**src/rtl/stepper_pkg.sv**
```systemverilog
// Shared state encoding and counter-width helper for the clock stepper.
package stepper_pkg;

   typedef enum logic [1:0] {
      ST_STEP   = 2'd0,
      ST_RUN    = 2'd1,
      ST_HALTED = 2'd2
   } stepper_state_e;

   // Bits needed to hold counts 0..n-1 (at least one bit).
   function automatic int unsigned cnt_w(input int unsigned n);
      return (n < 2) ? 1 : $clog2(n);
   endfunction

endpackage

```
**src/rtl/button_debouncer.sv**
```systemverilog
// Raw button -> 2-flop synchroniser -> stability counter -> debounced level and one-cycle press strobe.
module button_debouncer
   import stepper_pkg::*;
#(
   parameter int unsigned DEBOUNCE_CYCLES = 200_000
) (
   input  logic clk,
   input  logic rst_n,
   input  logic btn_i,
   output logic level_o,
   output logic press_o
);

   localparam int unsigned CntW = cnt_w(DEBOUNCE_CYCLES);

   logic            sync1_q, sync2_q;
   logic            level_q, level_d;
   logic            level_dly_q;
   logic            press_q, press_d;
   logic [CntW-1:0] cnt_q, cnt_d;

   always_comb begin
      cnt_d   = '0;
      level_d = level_q;
      if (sync2_q != level_q) begin
         if (cnt_q == CntW'(DEBOUNCE_CYCLES - 1)) begin
            level_d = sync2_q;
         end else begin
            cnt_d = cnt_q + 1'b1;
         end
      end
      press_d = level_q & ~level_dly_q;
   end

   always_ff @(posedge clk or negedge rst_n) begin
      if (!rst_n) begin
         sync1_q     <= 1'b0;
         sync2_q     <= 1'b0;
         level_q     <= 1'b0;
         level_dly_q <= 1'b0;
         press_q     <= 1'b0;
         cnt_q       <= '0;
      end else begin
         sync1_q     <= btn_i;
         sync2_q     <= sync1_q;
         level_q     <= level_d;
         level_dly_q <= level_q;
         press_q     <= press_d;
         cnt_q       <= cnt_d;
      end
   end

   assign level_o = level_q;
   assign press_o = press_q;

endmodule

```
**src/rtl/clock_stepper.sv**
```systemverilog
// Clock-enable generator: step/run FSM with auto-run divider and halt latch.
// Optional step auto-repeat is enabled by defining STEPPER_REPEAT_EN.
module clock_stepper
   import stepper_pkg::*;
#(
   parameter int unsigned DEBOUNCE_CYCLES = 200_000,
   parameter int unsigned RUN_DIV         = 1_200_000,
   parameter int unsigned REPEAT_CYCLES   = 10_000_000
) (
   input  logic clk,
   input  logic rst_n,
   input  logic btn_step_i,
   input  logic btn_run_i,
   input  logic halt_i,
   output logic clk_en_o,
   output logic run_mode_o,
   output logic halted_o
);

   localparam int unsigned DivW = cnt_w(RUN_DIV);

   stepper_state_e  state_q, state_d;
   logic [DivW-1:0] div_q, div_d;
   logic            div_tc;
   logic            clk_en_q, clk_en_d;
   logic            run_mode_q, halted_q;
   logic            step_press, run_press;

`ifdef STEPPER_REPEAT_EN
   localparam int unsigned RepW = cnt_w(REPEAT_CYCLES + 1);
   logic [RepW-1:0] rep_q, rep_d;
   logic            rep_on;
   logic            step_level;
`endif

   button_debouncer #(.DEBOUNCE_CYCLES(DEBOUNCE_CYCLES)) u_step_deb (
      .clk     (clk),
      .rst_n   (rst_n),
      .btn_i   (btn_step_i),
`ifdef STEPPER_REPEAT_EN
      .level_o (step_level),
`else
      .level_o (),
`endif
      .press_o (step_press)
   );

   button_debouncer #(.DEBOUNCE_CYCLES(DEBOUNCE_CYCLES)) u_run_deb (
      .clk     (clk),
      .rst_n   (rst_n),
      .btn_i   (btn_run_i),
      .level_o (),
      .press_o (run_press)
   );

   assign div_tc = (div_q == DivW'(RUN_DIV - 1));
`ifdef STEPPER_REPEAT_EN
   assign rep_on = (rep_q == RepW'(REPEAT_CYCLES));
`endif

   always_comb begin
      state_d  = state_q;
      div_d    = '0;
      clk_en_d = 1'b0;
`ifdef STEPPER_REPEAT_EN
      rep_d    = '0;
`endif
      unique case (state_q)
         ST_STEP: begin
            if (halt_i) begin
               state_d = ST_HALTED;
            end else if (run_press) begin
               state_d = ST_RUN;
            end else begin
               clk_en_d = step_press;
`ifdef STEPPER_REPEAT_EN
               // Hold counter saturates; once saturated the divider paces repeat pulses.
               if (step_level) begin
                  if (rep_on) begin
                     rep_d    = rep_q;
                     div_d    = div_tc ? '0 : div_q + 1'b1;
                     clk_en_d = step_press | div_tc;
                  end else begin
                     rep_d = rep_q + 1'b1;
                  end
               end
`endif
            end
         end
         ST_RUN: begin
            if (halt_i) begin
               state_d = ST_HALTED;
            end else if (run_press) begin
               state_d = ST_STEP;
            end else begin
               div_d    = div_tc ? '0 : div_q + 1'b1;
               clk_en_d = div_tc;
            end
         end
         ST_HALTED: begin
            state_d = ST_HALTED;
         end
         default: begin
            state_d = ST_STEP;
         end
      endcase
   end

   always_ff @(posedge clk or negedge rst_n) begin
      if (!rst_n) begin
         state_q    <= ST_STEP;
         div_q      <= '0;
         clk_en_q   <= 1'b0;
         run_mode_q <= 1'b0;
         halted_q   <= 1'b0;
`ifdef STEPPER_REPEAT_EN
         rep_q      <= '0;
`endif
      end else begin
         state_q    <= state_d;
         div_q      <= div_d;
         clk_en_q   <= clk_en_d;
         run_mode_q <= (state_d == ST_RUN);
         halted_q   <= (state_d == ST_HALTED);
`ifdef STEPPER_REPEAT_EN
         rep_q      <= rep_d;
`endif
      end
   end

   assign clk_en_o   = clk_en_q;
   assign run_mode_o = run_mode_q;
   assign halted_o   = halted_q;

endmodule
```
**config.mk**
```make
export PLATFORM = sky130hd
export DESIGN_NAME = clock_stepper
export DESIGN_NICKNAME = d
export VERILOG_FILES = /design/src/rtl/stepper_pkg.sv /design/src/rtl/button_debouncer.sv /design/src/rtl/clock_stepper.sv
export SDC_FILE = /design/constraint.sdc
export NUM_CORES = 1
export LEC_CHECK = 0
export CELL_PAD_IN_SITES_DETAIL_PLACEMENT = 2
export CELL_PAD_IN_SITES_GLOBAL_PLACEMENT = 2
export CORE_MARGIN = 2
export CORE_UTILIZATION = 30
export DETAILED_ROUTE_END_ITERATION = 7
export PLACE_DENSITY = 0.63
export SLEW_MARGIN = 5
export SYNTH_ARGS = -nofsm -noshare
export SYNTH_HDL_FRONTEND = slang
export SYNTH_SLANG_ARGS = --single-unit
```
**constraint.sdc**
```tcl
create_clock -name clk -period 1.6 [get_ports clk]
set_input_delay 0.32 -clock clk [delete_from_list [all_inputs] [get_ports clk]]
set_output_delay 0.32 -clock clk [all_outputs]
set_load 0.05 [all_outputs]
```
==> summary.txt, run 1 <==
Route
  – Residual DRC: 0
  – Routed via count: 2,819
  – Routed WL: 9.10 mm
  – ANT nets after route: 0
  – Starting DRT DRC Count: 133
  – Post-DR wirelength/cell: 16.0 microns
  – DR vias/cell: 4.96
  – DRT Pass-1 Iters: 4

Timing
  – Hold Slack: 359 ps
  – Final period utilization: 1.08
  – Final setup TNS: -1830 ps
  – Slew Viols, Final: 0
  – Final Hold Viols: 0
  – Fmax: 0.579 GHz
  – Fin crit period: 1730 ps
  – Clk_skew: 8.38 ps
  – Worst Slack Setup Final: -126 ps
  – Rel. slew slack: 0.673
  – Final Setup Violations: 23
  – Worst-Margin Slew: 488 ps
  – RSZ-0062 raised after global routing: yes

Outcome
  – Failing checks: negative setup slack
  – Status: finished, violations left

Yosys
  – Main synth FF type: dfrtp_1
  – Syn Area/Cell: 10.1 sq um
  – Area contributors post-synth: dfrtp_1, xnor2_1, nor2_1
  – Yosys top cell area share: 0.537
  – Distinct cells, synth: 34
  – Cell area after synthesis: 3310 sq um
  – Mapped Nets: 336
  – Number of synthesized flops with an enable pin: 0
  – Area leader, netlist: dfrtp_1
  – Number of synthesis warnings: 0
  – Ys async rst share: 1.00
  – Mapped Cells: 328
  – Seq/Total Area, Yosys: 0.537
  – Yosys reg bits: 71

Finish
  – Commonest non-fill, non-tap cell in the layout: buf_4
  – ANT cells: 0
  – Most frequent cells in the layout: buf_4, dfrtp_1, nor2_1
  – Share of layout cells above drive strength 1: 0.341
  – Nets@finish: 432
  – Utilization after layout: 0.429
  – Layout area overhead: 39.8%

Global route
  – Largest net degree at the start of global routing: 33
  – Vias in the first global route: 3,017
  – Initial antenna violation count: 0
  – Gr ovfl total: 0
  – First-pass GRT wire length: 14.9 mm
  – Total track usage: 0.165

Worst setup path
  – Worst setup startpoint: div_q[0]
  – RR Endpoint: div_q[20]
  – Crit path kind: flop to flop
  – Worst endpoint required time: 1890 ps
  – Worst-path fanout max: 5
  – Data arrival time of the worst path: 2010 ps
  – Reg2Reg Setup Slack: -130 ps
  – CP Capture Type: flop
  – R2R depth: 5
  – Worst setup SP type: flop
  – R2r startpoint: div_q[0]

Power and ir drop
  – PwrDens: 719 nW/um^2
  – Peak VDD IR: 0.424 mV
  – LEAKAGE: 1.89 nW

Die
  – Die Wd: 109 microns
  – Die H: 109 microns
  – Initial core utilization: 0.307
  – Placement Rows: 38
  – Core ar.: 10,800 sq um
  – IO Pins: 8
  – Total Die Area: 11,900 sq um

Job
  – Max Cap Viol: 0

Clock network
  – CTS Buf Count: 9
  – H-tree levels: 3
  – Root Driver: clkbuf_8
  – CTS Sinks: 71
  – Worst-path clk slew: 70 ps
  – Clock Path Buffers: 2
  – Clock latency on the worst-skew pair: 360 ps
  – TritonCTS clock tree: built

Min path
  – Tightest Hold Check Type: flop to flop
  – Hold Path Stages: 0
  – HP Start: u_step_deb.sync1_q
  – Min-Delay Endpoint: u_step_deb.sync2_q

Place
  – Port bufs: 7
  – Placer Congestion: 0.737
  – Post-DP HPWL: 6.18 mm
==> area by class of cell <==
cell class	count	area, sq um
Clock inverter	3	17.5
Timing Repair Buffer	88	737
Fill cell	1148	6160
Inverter	12	45.0
Tap cell	140	175
Clock buffer	12	165
Sequential cell	71	1780
Multi-Input combinational cell	242	1710
==> per-stage QoR <==
| step | std cells | power, mW | cell area, sq um | setup slack (ps) |
|---|---|---|---|---|
| 6_report | 568 | 3.33 | 4630 | -126 |
| 2_1_floorplan | 328 | 1.90 | 3330 | -135 |
| 4_1_cts | 563 | 3.40 | 4420 | -131 |
| 3_3_place_gp | 540 | 2.00 | 4100 | -157 |
| 5_1_grt | 568 | 3.50 | 4630 | -234 |
| 3_5_place_dp | 540 | 2.00 | 4100 | -208 |
==> synthesized netlist by cell type, drive strengths merged, types with 4 or more instances <==
library cell / n
xnor2: 36
nand3: 19
and4: 5
inv: 12
clkbuf: 4
a21oi: 8
xor2: 11
nor2: 62
nor3: 18
o31ai: 4
dfrtp: 71
nand2: 14
nor4: 12
nand4: 22
==> cell families (layout without fill, tap and decap cells) <==
family                     count (synthesis)  in the layout  share of synthesized area
and+or+nand+nor                          168            168                      0.257
DFF                                       71             71                      0.537
xor gates and xnor gates                  47             47                      0.124
AOI/OAI and AO/OA                         19             22                     0.0416
buffers and inverters                     18            115                     0.0215
adders and majority gates                  3              3                     0.0113
muxes                                      2              2                    0.00680
==> state kept, by name, indices dropped and copies added (netlist names) <==
name	flops
u_run_deb.sync2_q	1
u_run_deb.level_dly_q	1
u_step_deb.level_dly_q	1
u_step_deb.press_o	1
u_run_deb.cnt_q	18
u_step_deb.sync2_q	1
u_run_deb.sync1_q	1
u_step_deb.level_o	1
u_step_deb.cnt_q	18
clk_en_o	1
halted_o	1
state_q	1
div_q	21
u_run_deb.level_o	1
run_mode_o	1
u_step_deb.sync1_q	1
u_run_deb.press_o	1
==> power by group <==
part,leakage (nW),switching (mW),internal (mW)
logic,0.823,0.0844,0.0670
clock network,0.0942,0.674,0.676
registers,0.973,0.0147,1.81
total,1.89,0.773,2.55
==> repair_timing <==
action / 4_1_cts / 5_1_grt
endpoints found under the setup margin: 56 / 56
hold buffers: 1 / 0
hold endpoints to repair: 29 / 0
cloned: 2 / 2
buffers inserted: 5 / 5
pin swaps: 14 / 19
gates resized for setup: 20 / 33
==> metal layers <==
layer,share of wire,global-route usage,up-vias
met5,0,0,-
met4,0.018,0.0604,0
met3,0.029,0.0412,14
met2,0.51,0.283,29
met1,0.44,0.199,1435
li1,-,-,1341
==> worst max-delay path, stage by stage (launching register included) <==
cell and delay, ps:
dfrtp_1 390, ha_2 200, nand4_1 120, or4_4 470, or3_1 340, a21oi_2 140
==> worst max path at each step <==
stage	to	slack (ps)	depth (start not counted)
finish	div_q[20]	-130	5
detailed placement	div_q[20]	-210	5
global placement	div_q[17]	-160	5
global route	u_step_deb.cnt_q[7]	-230	6
CTS	div_q[20]	-130	5
floorplan	div_q[18]	-130	5
Note: power is estimated with default switching activity, not from simulation.
==> inputs of run 2 (changes only) <==
--- a/config.mk
+++ b/config.mk
@@ -5,12 +5,13 @@
 export SDC_FILE = /design/constraint.sdc
 export NUM_CORES = 1
 export LEC_CHECK = 0
+export ABC_AREA = 1
 export CELL_PAD_IN_SITES_DETAIL_PLACEMENT = 2
 export CELL_PAD_IN_SITES_GLOBAL_PLACEMENT = 2
 export CORE_MARGIN = 2
 export CORE_UTILIZATION = 30
 export DETAILED_ROUTE_END_ITERATION = 7
-export PLACE_DENSITY = 0.63
+export PLACE_DENSITY = 0.67
 export SLEW_MARGIN = 5
 export SYNTH_ARGS = -nofsm -noshare
 export SYNTH_HDL_FRONTEND = slang
==> constraint.sdc (replaced) <==
create_clock -name clk -period 1.44 [get_ports clk]
set_input_delay 0.288 -clock clk [delete_from_list [all_inputs] [get_ports clk]]
set_output_delay 0.288 -clock clk [all_outputs]
set_load 0.05 [all_outputs]
==> summary.txt, run 2 <==
Clock network
  – Clock latency on the worst-skew pair: 350 ps
  – H-tree levels: 3
  – TritonCTS clock tree: built
  – Root Driver: clkbuf_16
  – CTS Sinks: 71
  – Clock Path Buffers: 2
  – Worst-path clk slew: 60 ps
  – CTS Buf Count: 9

Timing
  – Slew Viols, Final: 0
  – Clk_skew: 9.90 ps
  – Final Setup Violations: 27
  – Final period utilization: 1.12
  – Final Hold Viols: 0
  – Fmax: 0.620 GHz
  – Worst Slack Setup Final: -174 ps
  – Worst-Margin Slew: 369 ps
  – RSZ-0062 raised after global routing: yes
  – Rel. slew slack: 0.753
  – Fin crit period: 1610 ps
  – Final setup TNS: -1360 ps

Worst setup path
  – Worst setup SP type: flop
  – Reg2Reg Setup Slack: -170 ps
  – Worst-path fanout max: 7
  – Crit path kind: flop to flop
  – CP Capture Type: flop
  – Worst endpoint required time: 1700 ps
  – Data arrival time of the worst path: 1880 ps

Die
  – Die H: 114 microns
  – Core ar.: 11,900 sq um
  – Initial core utilization: 0.305
  – Placement Rows: 40
  – IO Pins: 8
  – Total Die Area: 13,000 sq um
  – Die Wd: 114 microns

Yosys
  – Yosys top cell area share: 0.489
  – Distinct cells, synth: 30
  – Mapped Cells: 449
  – Ys async rst share: 1.00
  – Area leader, netlist: dfrtp_1
  – Main synth FF type: dfrtp_1
  – Most common cell in the netlist: nor2_1
  – Area contributors post-synth: dfrtp_1, nor2_1, nand2_1
  – Yosys reg bits: 71
  – Mapped Nets: 457
  – Number of synthesized flops with an enable pin: 0
  – Top post-synthesis cells by count: nor2_1, nand2_1, dfrtp_1
  – Cell area after synthesis: 3640 sq um
  – Number of synthesis warnings: 0
  – Syn Area/Cell: 8.10 sq um
  – Seq/Total Area, Yosys: 0.489

Power and ir drop
  – LEAKAGE: 2.25 nW
  – PwrDens: 937 nW/um^2
  – Peak VDD IR: 0.385 mV
  – Logic gate share of total power: 0.041
  – Sw Share: 0.217
  – Clk pwr share: 0.543
  – Total power: 4.89 mW
  – Net Sw Power: 1.06 mW
  – Share of power burned in registers: 0.416
  – Internal power: 3.83 mW

Global route
  – Gr ovfl total: 0
  – Initial antenna violation count: 0
  – First-pass GRT wire length: 18.3 mm
  – Vias in the first global route: 3,706
  – Largest net degree at the start of global routing: 37
  – Total track usage: 0.182

Route
  – ANT nets after route: 0
  – Residual DRC: 0
  – DR vias/cell: 4.82
  – Starting DRT DRC Count: 104
  – Routed via count: 3,292
  – Routed WL: 12.1 mm
  – DRT Pass-1 Iters: 4
  – Post-DR wirelength/cell: 17.7 microns

Finish
  – Nets@finish: 539
  – Commonest non-fill, non-tap cell in the layout: nor2_1
  – Layout area overhead: 43.6%
  – Number of flip-flops in the largest register: 21
  – Share of layout cells above drive strength 1: 0.353
  – Top flop regs: div_q x21, u_run_deb.cnt_q x18, u_step_deb.cnt_q x18
  – Most frequent cells in the layout: nor2_1, nand2_1, dfrtp_1
  – Top reg by flops: div_q
  – ANT cells: 0
  – Final instance area: 5220 sq um

Place
  – Port bufs: 7
  – Area post-placement: 4260 sq um
  – Post-DP HPWL: 7.75 mm
  – Placer Congestion: 0.822

Outcome
  – Failing checks: negative setup slack
  – Status: finished, violations left

Min path
  – Tightest Hold Check Type: flop to flop

Job
  – Max Cap Viol: 0
## run 2: changes by cell type in the layout (fill, tap and decap cells not counted), sizes merged, moves of 5 or more
| cell | delta |
|---|---|
| nor4 | -12 |
| a31o | -6 |
| nand3 | +12 |
| and4 | -5 |
| buf | -16 |
| inv | +43 |
| nand2 | +89 |
| xor2 | +7 |
| nand4 | -13 |
| nor2 | +49 |
| xnor2 | -33 |
## run 2: what timing repair did
item,in CTS,in global routing
hold buffers,1,0
gates resized for setup,29,92
hold endpoints to repair,19,0
pin swaps,15,33
setup buffers,9,12
setup endpoints to repair,38,50
cloned,0,0
## run 2: critical path: stages, from the launching register on
cell and delay [ps]:
dfrtp_1 430, ha_4 180, nand2_4 70, nor2_4 160, nand2_4 90, nor2_8 210, nand2_4 70, nor2_2 90
nor2_1 60, nor2_1 140
## run 2: power by group through the flow
| stage | logic [mW] | clock network [mW] | registers [mW] |
|---|---|---|---|
| 6_report | 0.201 | 2.65 | 2.04 |
| 5_1_grt | 0.227 | 2.79 | 2.04 |
| 4_1_cts | 0.189 | 2.70 | 2.03 |
| 3_5_place_dp | 0.176 | 0 | 2.07 |
| 3_3_place_gp | 0.169 | 0 | 2.07 |
| 2_1_floorplan | 0.0421 | 0 | 2.08 |
## run 2: layout make-up
type,instances,area [sq um]
clock inverters,6,108
multi-input cells,322,2050
fillers,1314,6690
repair buffers,72,646
well taps,147,184
flip-flops and latches,71,1780
inverters,55,216
clock buffers,10,239
## run 2: kinds of logic after synthesis
| kind of cell | after synthesis | synth area share |
|---|---|---|
| DFF | 71 | 0.489 |
| buffers and inverters | 56 | 0.0599 |
| and+or+nand+nor | 273 | 0.351 |
| xor gates and xnor gates | 21 | 0.0506 |
| AOI/OAI and AO/OA | 25 | 0.0396 |
| adders and majority gates | 3 | 0.0103 |
## run 2: worst paths after layout
path                                         from           endpoint  depth (start not counted)
min in group asynchronous                   rst_n          div_q[18]                          2
worst min-delay path            u_run_deb.sync1_q  u_run_deb.sync2_q                          0
max in group asynchronous                   rst_n          div_q[16]                          3
worst min register to register  u_run_deb.sync1_q  u_run_deb.sync2_q                          0
worst max-delay path                     div_q[0]          div_q[18]                          9
worst max register to register           div_q[0]          div_q[18]                          9
## run 2: layer usage
layer / global-route usage / part of all wire / up-vias
met2: 0.325 / 0.54 / 26
li1: - / - / 1574
met3: 0.0408 / 0.020 / 20
met1: 0.214 / 0.42 / 1672
met4: 0.0634 / 0.023 / 0
met5: 0 / 0 / -
## run 2: through the flow
step	hold WS, ps	cells	utilization	worst slack, ps
2_1_floorplan	-7.59	449	-	18.0
3_5_place_dp	205	648	0.358	-101
6_report	352	683	0.438	-174
5_1_grt	364	683	0.438	-243
3_3_place_gp	205	648	0.358	-60.3
4_1_cts	355	673	0.401	-82.5
